$ cat config.mk
export PLATFORM = sky130hd
export DESIGN_NAME = vga_board_capture
export DESIGN_NICKNAME = d
export VERILOG_FILES = /design/src/rtl/vga_board_capture.sv
export SDC_FILE = /design/constraint.sdc
export NUM_CORES = 1
export LEC_CHECK = 0
export BUFFER_PORTS_ARGS = -buffer_cell sky130_fd_sc_hd__buf_2
export CORE_MARGIN = 1.5
export CORE_UTILIZATION = 53
export CTS_CLUSTER_DIAMETER = 120
export DETAILED_ROUTE_END_ITERATION = 7
export PLACE_DENSITY = 0.81
export SYNTH_ARGS = -nofsm -noshare
export SYNTH_HDL_FRONTEND = slang
export SYNTH_SLANG_ARGS = --single-unit
$ cat constraint.sdc
create_clock -name clk -period 2.3 [get_ports clk]
set_input_delay 0.345 -clock clk [delete_from_list [all_inputs] [get_ports clk]]
set_output_delay 0.345 -clock clk [all_outputs]
set_load 0.01 [all_outputs]
$ cat src/rtl/vga_board_capture.sv
// Receive side of the Game-of-Life VGA link: recovers raster position from the syncs, locks to
// the nominal timing and reads the 8x8 cell board back from the cell-centre pixels.
module vga_board_capture #(
  parameter int unsigned H_VISIBLE  = 640,
  parameter int unsigned H_FRONT    = 16,
  parameter int unsigned H_SYNC     = 96,
  parameter int unsigned H_BACK     = 48,
  parameter int unsigned V_VISIBLE  = 480,
  parameter int unsigned V_FRONT    = 10,
  parameter int unsigned V_SYNC     = 2,
  parameter int unsigned V_BACK     = 33,
  parameter int unsigned BOARD_BITS = 3,
  parameter int unsigned CELL_SIZE  = 50,
  parameter int unsigned ORIGIN_X   = 120,
  parameter int unsigned ORIGIN_Y   = 40
) (
  input  logic        clk,
  input  logic        rst_n,
  input  logic [7:0]  vga_in,
  output logic [9:0]  hpos,
  output logic [9:0]  vpos,
  output logic        locked,
  output logic [63:0] board,
  output logic        board_valid,
  output logic        colour_err,
  output logic        timing_err
);

  localparam int unsigned H_TOTAL = H_VISIBLE + H_FRONT + H_SYNC + H_BACK;
  localparam int unsigned V_TOTAL = V_VISIBLE + V_FRONT + V_SYNC + V_BACK;
  localparam int unsigned HS_POS  = H_VISIBLE + H_FRONT;
  localparam int unsigned VS_POS  = V_VISIBLE + V_FRONT;
  localparam int unsigned CX0     = ORIGIN_X + CELL_SIZE / 2;
  localparam int unsigned CY0     = ORIGIN_Y + CELL_SIZE / 2;
  localparam int unsigned N_CELLS = 1 << (2 * BOARD_BITS);
  localparam int unsigned CNT_W   = 2 * BOARD_BITS + 1;
  localparam logic [BOARD_BITS:0] STEP_ONE = 1;

  typedef enum logic [2:0] {StSearch, StHcheck, StVsearch, StVcheck, StLocked} state_e;

  state_e state_q, state_d;

  logic [7:0]              vga_q;
  logic                    hs_prev_q, vs_prev_q;
  logic [9:0]              hpos_q, vpos_q, hpos_d, vpos_d, h_cur, v_cur;
  logic                    vs_seen_q;
  logic [9:0]              cx_q, cy_q;
  logic [BOARD_BITS:0]     col_q, row_q;
  logic [63:0]             shadow_q, board_q;
  logic [CNT_W-1:0]        cnt_q;
  logic                    flag_q, frame_ok_q, board_valid_q, colour_err_q;

  logic hs_fall, vs_fall, hs_at, vs_at, line_end, frame_start;
  logic hs_err, vs_err, lock_err, x_hit, y_hit, sample, commit;
  logic pix_alive, pix_dead;

  assign hs_fall     = ~vga_q[7] & hs_prev_q;
  assign vs_fall     = ~vga_q[3] & vs_prev_q;
  assign hs_at       = hpos_q == 10'(HS_POS);
  assign vs_at       = vpos_q == 10'(VS_POS);
  assign line_end    = hpos_q == 10'(H_TOTAL - 1);
  assign frame_start = (hpos_q == 10'd0) && (vpos_q == 10'd0);

  // An hsync error is a fall off position or a missing fall at position.
  assign hs_err   = hs_fall ^ hs_at;
  assign vs_err   = (vs_fall & ~vs_at) | (vs_at & line_end & ~(vs_seen_q | vs_fall));
  assign lock_err = hs_err | vs_err;

  // R, G, B pairs are split across the two nibbles of the pin bus.
  assign pix_alive = ({vga_q[0], vga_q[4]} == 2'b10) && ({vga_q[1], vga_q[5]} == 2'b00) &&
                     ({vga_q[2], vga_q[6]} == 2'b10);
  assign pix_dead  = ({vga_q[0], vga_q[4]} == 2'b11) && ({vga_q[1], vga_q[5]} == 2'b10) &&
                     ({vga_q[2], vga_q[6]} == 2'b11);

  always_ff @(posedge clk or negedge rst_n) begin
    if (!rst_n) state_q <= StSearch;
    else        state_q <= state_d;
  end

  always_comb begin
    state_d = state_q;
    case (state_q)
      StSearch:  if (hs_fall) state_d = StHcheck;
      StHcheck:  if (hs_err) state_d = StSearch;
                 else if (hs_fall) state_d = StVsearch;
      StVsearch: if (hs_err) state_d = StSearch;
                 else if (vs_fall) state_d = StVcheck;
      StVcheck:  if (hs_err || (vs_fall && !vs_at)) state_d = StSearch;
                 else if (vs_fall) state_d = StLocked;
      StLocked:  if (lock_err) state_d = StSearch;
      default:   state_d = StSearch;
    endcase
  end

  always_comb begin
    locked     = state_q == StLocked;
    timing_err = locked & lock_err;
    x_hit      = (hpos_q == cx_q) && !col_q[BOARD_BITS];
    y_hit      = (vpos_q == cy_q) && !row_q[BOARD_BITS];
    sample     = locked & frame_ok_q & x_hit & y_hit;
    commit     = locked & frame_ok_q & (hpos_q == 10'd0) & (vpos_q == 10'(V_VISIBLE)) &
                 (cnt_q == CNT_W'(N_CELLS));
  end

  // A sync fall while searching defines the position of the pixel currently in vga_q.
  always_comb begin
    h_cur  = (state_q == StSearch && hs_fall) ? 10'(HS_POS) : hpos_q;
    v_cur  = (state_q == StVsearch && vs_fall) ? 10'(VS_POS) : vpos_q;
    hpos_d = (h_cur == 10'(H_TOTAL - 1)) ? 10'd0 : h_cur + 10'd1;
    vpos_d = v_cur;
    if (h_cur == 10'(H_TOTAL - 1)) vpos_d = (v_cur == 10'(V_TOTAL - 1)) ? 10'd0 : v_cur + 10'd1;
  end

  always_ff @(posedge clk or negedge rst_n) begin
    if (!rst_n) begin
      vga_q         <= '0;
      hs_prev_q     <= 1'b0;
      vs_prev_q     <= 1'b0;
      hpos_q        <= '0;
      vpos_q        <= '0;
      vs_seen_q     <= 1'b0;
      cx_q          <= '0;
      cy_q          <= '0;
      col_q         <= '0;
      row_q         <= '0;
      shadow_q      <= '0;
      cnt_q         <= '0;
      flag_q        <= 1'b0;
      frame_ok_q    <= 1'b0;
      board_q       <= '0;
      board_valid_q <= 1'b0;
      colour_err_q  <= 1'b0;
    end else begin
      vga_q     <= vga_in;
      hs_prev_q <= vga_q[7];
      vs_prev_q <= vga_q[3];
      hpos_q    <= hpos_d;
      vpos_q    <= vpos_d;
      vs_seen_q <= line_end ? 1'b0 : (vs_seen_q | (vs_fall & vs_at));

      // Stepped centre trackers: columns restart every line, rows every frame.
      if (line_end) begin
        cx_q  <= 10'(CX0);
        col_q <= '0;
      end else if (x_hit) begin
        cx_q  <= cx_q + 10'(CELL_SIZE);
        col_q <= col_q + STEP_ONE;
      end
      if (frame_start) begin
        cy_q  <= 10'(CY0);
        row_q <= '0;
      end else if (line_end && y_hit) begin
        cy_q  <= cy_q + 10'(CELL_SIZE);
        row_q <= row_q + STEP_ONE;
      end

      if (!locked)          frame_ok_q <= 1'b0;
      else if (frame_start) frame_ok_q <= 1'b1;

      if (locked && frame_start) begin
        shadow_q <= '0;
        cnt_q    <= '0;
        flag_q   <= 1'b0;
      end else if (sample) begin
        shadow_q[{row_q[BOARD_BITS-1:0], col_q[BOARD_BITS-1:0]}] <= pix_alive;
        cnt_q  <= cnt_q + CNT_W'(1);
        flag_q <= flag_q | ~(pix_alive | pix_dead);
      end

      board_valid_q <= commit;
      if (commit) begin
        board_q      <= shadow_q;
        colour_err_q <= flag_q;
      end
    end
  end

  assign hpos        = hpos_q;
  assign vpos        = vpos_q;
  assign board       = board_q;
  assign board_valid = board_valid_q;
  assign colour_err  = colour_err_q;

endmodule
# After elaboration in Yosys (flattened, before gate mapping)
# Cells that the tools add are included.
word_totals:
  wordCells: 135
  ff_bits: 201
classes:
  n_reduce_logical: 25
  n_eq_ne: 24
  n_addsub: 7
  bitwise_logic: 25
  mux: 34
  magnitude_cmp: 2
op_table:
  columns: ["cell", "count"]
  rows:
  - ["64-bit 2-to-1 mux", 2]
  - ["10-bit 2-to-1 mux", 9]
  - ["64-bit bitwise mux", 1]
  - ["10-bit equality test (second input constant)", 4]
  - ["3-bit 2-to-1 mux", 8]
  - ["10-bit by 1-bit adder with 10-bit output (second input constant)", 2]
  - ["10-bit by 6-bit adder with 10-bit output (second input constant)", 2]
  - ["10-bit equality test", 2]
  - ["10-bit by 9-bit equality test with 1-bit output (second input constant)", 2]
  - ["10-bit zero test", 2]
  - ["4-bit 2-to-1 mux", 4]
  - ["3-bit one-hot mux with 5 select lines", 1]
  - ["7-bit 2-to-1 mux", 2]
  - ["1-bit AND", 13]
  - ["1-bit logical AND", 13]
  - ["2-bit equality test (second input constant)", 5]
  - ["3-bit != test (second input constant)", 3]
  - ["4-bit by 1-bit adder with 4-bit output (second input constant)", 2]
  - ["7-bit by 1-bit adder with 7-bit output (second input constant)", 1]
  - ["7-bit equality test (second input constant)", 1]
  - ["6-bit by 7-bit < comparator with 1-bit output (second input constant)", 1]
  - ["1-bit demux with 6-bit select", 1]
  - ["3-bit by 2-bit equality test with 1-bit output (second input constant)", 2]
  - ["6-bit by 1-bit greater-or-equal comparator with 1-bit output (second input constant)", 1]
  - ["14 further kinds", 33]

# Depth between registers and ports, before layout
logic_depth:
  ltp_word: 9
  mapped_depth: 11
  depth_no_buf: 11

# Worst setup path before layout
# No wires, ideal clock.
synth_timing:
  kind: "register to register"
  from: "register state_q[1]"
  to: "register vpos_q[9], in the netlist vpos[9]"
  n_path_buf: 1
  path_slack_ps: -166
  t_arrival_ps: 2346
  path_stages_with_launch: 12
  period_less_slack_ps: 2466
  setup_time_ps: 120
  path_cell_list: "dfrtp_1 > clkbuf_1 > nor2_1 > nand2_1 > and2_1 > ha_1 > and3_1 > nand3_1 > nor3_2 > nand4_1 > xnor2_1 > and3_1"
synth_via:
  elab_chain_len: 6
  elab_cells_between_ends: 11
  classes_between: "1 x add/sub; 3 x eq/ne; 4 x mux; 3 x reduce/logical"
synth_rtl:
  columns: ["item", "line_no", "text"]
  rows:
  - ["start, declared", "41", "state_e state_q, state_d;"]
  - ["start signal, assigned", "76", "if (!rst_n) state_q <= StSearch;"]
  - ["start signal, assigned", "77", "else state_q <= state_d;"]
  - ["3-bit by 2-bit equality test with 1-bit output", "108", "v_cur = (state_q == StVsearch && vs_fall) ? 10'(VS_POS) : vpos_q;"]
  - ["1-bit logical AND", "108", null]
  - ["10-bit 2-to-1 mux", "108", null]
  - ["10-bit by 1-bit adder with 10-bit output / 10-bit equality test (equally long branches)", "111", "if (h_cur == 10'(H_TOTAL - 1)) vpos_d = (v_cur == 10'(V_TOTAL - 1)) ? 10'd0 : v_cur + 10'd1;"]
  - ["10-bit 2-to-1 mux", "111", null]
  - ["10-bit 2-to-1 mux (*)", "111", null]
  - ["net vpos_d[9]", "45", "logic [9:0] hpos_q, vpos_q, hpos_d, vpos_d, h_cur, v_cur;"]
  - ["end signal, assigned", "138", "vpos_q <= vpos_d;"]
  - ["end, declared", "45", null]
# The timed path passes the listed nets; every way through them passes the cells marked *.
# A chain may end at the register's enable or synchronous reset.

# Worst setup path after layout
layout_timing:
  from: "register hpos_q[5], in the netlist hpos[5]"
  to: "output timing_err"
layout_via:
  elab_chain_len: 6
  elab_cells_between_ends: 8
  classes_between: "2 x eq/ne; 6 x bitwise"
layout_rtl:
  columns: ["item", "line_no", "text"]
  rows:
  - ["start, declared", "45", null]
  - ["start signal, assigned", "137", "hpos_q <= hpos_d;"]
  - ["10-bit equality test", "61", "assign line_end = hpos_q == 10'(H_TOTAL - 1);"]
  - ["1-bit AND (2 in series)", "66", "assign vs_err = (vs_fall & ~vs_at) | (vs_at & line_end & ~(vs_seen_q | vs_fall));"]
  - ["1-bit OR", "66", null]
  - ["1-bit OR (*)", "67", "assign lock_err = hs_err | vs_err;"]
  - ["1-bit AND (*)", "97", "timing_err = locked & lock_err;"]
  - ["end, declared", "26", "output logic timing_err"]
# Mark *: on every way between the ends. The rest lies on a longest branch, timed or not.

==> flow_metrics.tcl <==
set metrics [dict create \
    status "finished, violations left" \
    violations "negative setup slack" \
    whs_endpoint "hs_prev_q" \
    rr_startpoint "hpos[5]" \
    arrival_ns 2.40 \
    leakage_nw 6.099 \
    area_growth_pct 36.51 \
    drt-total-wl_mm 32.41 \
    clk_pin_slew_ns 0.06 \
    cts.path.max_buffers 3 \
    synthFlopType "dfrtp_1" \
    die_w_um 135.6 \
    syn-cell-area_sq_mm 0.009321 \
    cp-end-kind "output port" \
    cp_top_family "simple AND/OR/NAND/NOR gates" \
    root_buffer "clkbuf_16" \
    drtIter0Drc 1060 \
    use_met1_pct 37.96 \
    pwr-share-clk_pct 38.0 \
    crit_chain "or4_4 > nor4_4 > nand3_2 > ha_4 > inv_2 > a21oi_2 > buf_2" \
    rsz0062_at_grt "yes" \
    p_int_mw 6.177 \
    critPathRequiredTime_ns 1.96 \
    io_buffers 97 \
    worst_slack_ns -0.4477 \
    grt_pass1_vias 8125 \
    final_nets 1161 \
    wl_per_cell_um 23.50 \
    critPathLaunchType "flip-flop" \
    min_path_type "reg -> reg" \
    r2r_slack_ns -0.39 \
    reg2reg_depth 9 \
    slew_headroom_pct 20.46 \
    yosysWarnings 0 \
    worstSkewPairLatency_ns 0.50 \
    grt_use_met2_pct 48.42 \
    finalWeightedCongestion 0.8780 \
    cts_buffers 21 \
    synth_edf_count 0 \
    gr-total-overflow 0 \
    dieArea_sq_mm 0.01839 \
    synth_area_per_cell_sq_um 9.378 \
    yosysTopAreaCell "dfrtp_1" \
    grt_max_degree 73 \
    dieHeight_um 135.6 \
    synth_cells 994 \
    vias 9027 \
    antenna_found_initial 1 \
    ys_ff_latch 201 \
    grt-busiest-layer "met2" \
    htreeDepth 1 \
    crit_type "reg -> out" \
    place_ws_ns -0.07657 \
    timing.hold.ws_ns 0.3744 \
    cpPeakStageDelay_ns 0.56 \
    net-switching-power_mw 2.414 \
    fp.coreArea_sq_mm 0.01724 \
    min_period_over_period_pct 119.5 \
    drc 0 \
    firstDrtPassIters 6 \
    crit_slowest_cell "or4_4" \
    tns_ns -28.40 \
    path_max_fanout 2 \
    start_util_pct 54.08 \
    grt_usage_pct 29.10 \
    tightest_slew_ns 1.193 \
    vdd_drop_max_mv 0.6387 \
    place.detailed.hpwl_mm 14.65 \
    row_count 48 \
    rr_endpoint "shadow_q[25]" \
    finalCriticalPeriod_ns 2.748 \
    drive_gt1_share_pct 34.87 \
    grt_use_met3_pct 4.227 \
    pwr-share-seq_pct 44.4 \
    drtAntennaViolNets 0 \
    setup_viol 137 \
    synth.net_count 1013 \
    hold_depth 0 \
    path_buf_inv 2 \
    power_mw 8.592 \
    cap_viol_max_count 0 \
    cts_tree "done" \
    synth.yosys.seq_area_share_pct 53.96 \
    power_frac_comb_pct 17.6 \
    viasPerCell 6.546 \
    min_from "vga_q[7]" \
    ys_types 54 \
    yosysTopAreaCellShare_pct 53.96 \
    synth.area.top_cells "dfrtp_1 54%, nand2_1 13%, nor4_1 4.7%" \
    grt_pass1_wl_mm 42.44 \
    hold_viol 0 \
    async_flop_share_pct 100.0 \
    finalMaxSlewViolations 0 \
    timing.fmax_mhz 363.9 \
    swShare_pct 28.10 \
    ios 98 \
    clock-sinks 201 \
    powerDensity_mw_per_mm2 675.2 \
    fin_skew_ns 0.01097 \
]
routing by layer:
| metal | wire [um] | part of all wire [%] |
|---|---|---|
| met3 | 3375 | 10 |
| met4 | 2326 | 7.2 |
| met1 | 11260 | 35 |
| met2 | 15440 | 48 |
| met5 | 0 | 0 |
Yosys cell counts (2+ instances only):
cell      count
nand2_1     311
dfrtp_1     201
nor4_1       70
o22ai_1      64
nor2_1       46
clkbuf_1     35
xor2_1       35
buf_2        28
nand3_1      21
a21oi_1      15
and3_1       13
nand4_1      13
xnor2_1      13
o21ai_0      11
and2_1        9
ha_1          9
inv_1         8
nor3_1        8
buf_1         6
nand2b_1      6
or4_1         6
buf_6         5
mux2i_1       5
nand3b_1      5
nand4_4       5
nor2b_1       3
nor4_2        3
nor4b_1       3
o31ai_1       3
a211oi_1      2
a31oi_1       2
a41oi_1       2
and4_1        2
buf_4         2
nand4b_4      2
nor3_2        2
o211ai_1      2
or2_2         2
layout by cell type (no fill, tap or decap), types with 14 or more instances in the layout:
master	instances
nand2_1	265
dfrtp_1	200
buf_2	96
o22ai_2	48
buf_4	46
nor2_1	42
nor4_1	39
xor2_1	35
nand2_2	30
clkbuf_16	28
nor4_2	25
nand3_1	17
nand2_4	16
buf_12	16
buf_6	14
stage by stage:
step / utilization [%] / cells / cell area (sq um)
floorplan: - / 994 / 9338
finish: 73.82 / 1379 / 12720
CTS: 67.87 / 1362 / 11700
detailed placement: 59.71 / 1296 / 10290
global route: 73.81 / 1378 / 12720
global placement: 59.71 / 1296 / 10290
how the worst max path moves through the flow:
stage | from | end | depth (start not counted)
finish | hpos[5] | timing_err | 7
global placement | hpos[3] | shadow_q[60] | 7
global route | vpos[6] | timing_err | 7
floorplan | hpos[7] | shadow_q[15] | 9
CTS | hpos[5] | timing_err | 7
detailed placement | hpos[3] | state_q[2] | 7
cells by family after synthesis:
group | share of synthesized area (%)
buffers and inverters | 4.282
multiplexers | 0.5369
flip-flops | 53.96
adder cells (fa/ha/maj) | 1.208
AO/OA/AOI/OAI | 7.168
AND/OR/NAND/NOR | 28.34
XOR/XNOR | 4.510
power groups by stage:
stage / Combinational [mW] / Clock (mW) / Sequential (mW)
floorplan: 0.584 / 0 / 3.96
global placement: 1.21 / 0 / 3.87
detailed placement: 1.24 / 0 / 3.88
CTS: 1.35 / 3.20 / 3.82
global route: 1.62 / 3.41 / 3.83
finish: 1.51 / 3.26 / 3.81
final cells by class:
cell class | count | area, sq um
inverters | 9 | 33.78
multi-input cells | 708 | 4865
repair buffers | 201 | 1876
clock buffers | 28 | 601.8
clock inverters | 6 | 33.78
diodes | 1 | 2.502
flip-flops and latches | 201 | 5031
well taps | 225 | 281.5
fillers | 1004 | 4512
registers in the layout, indices dropped and copies added, names as in the netlist:
register and flops:
board 64, board_valid 1, cnt_q 7, col_q 4, colour_err 1, cx_q 10, cy_q 10, flag_q 1
frame_ok_q 1, hpos 10, hs_prev_q 1, row_q 4, shadow_q 64, state_q 3, vga_q 8, vpos 10
vs_prev_q 1, vs_seen_q 1
repair_timing:
item,in CTS,in global routing
gates cloned,9,8
endpoints found under the setup margin,104,165
hold endpoints to repair,77,0
hold buffers,9,0
pin swaps,75,39
buffers inserted,15,10
resized for setup,70,164
Power figures use the tool's default switching activity.
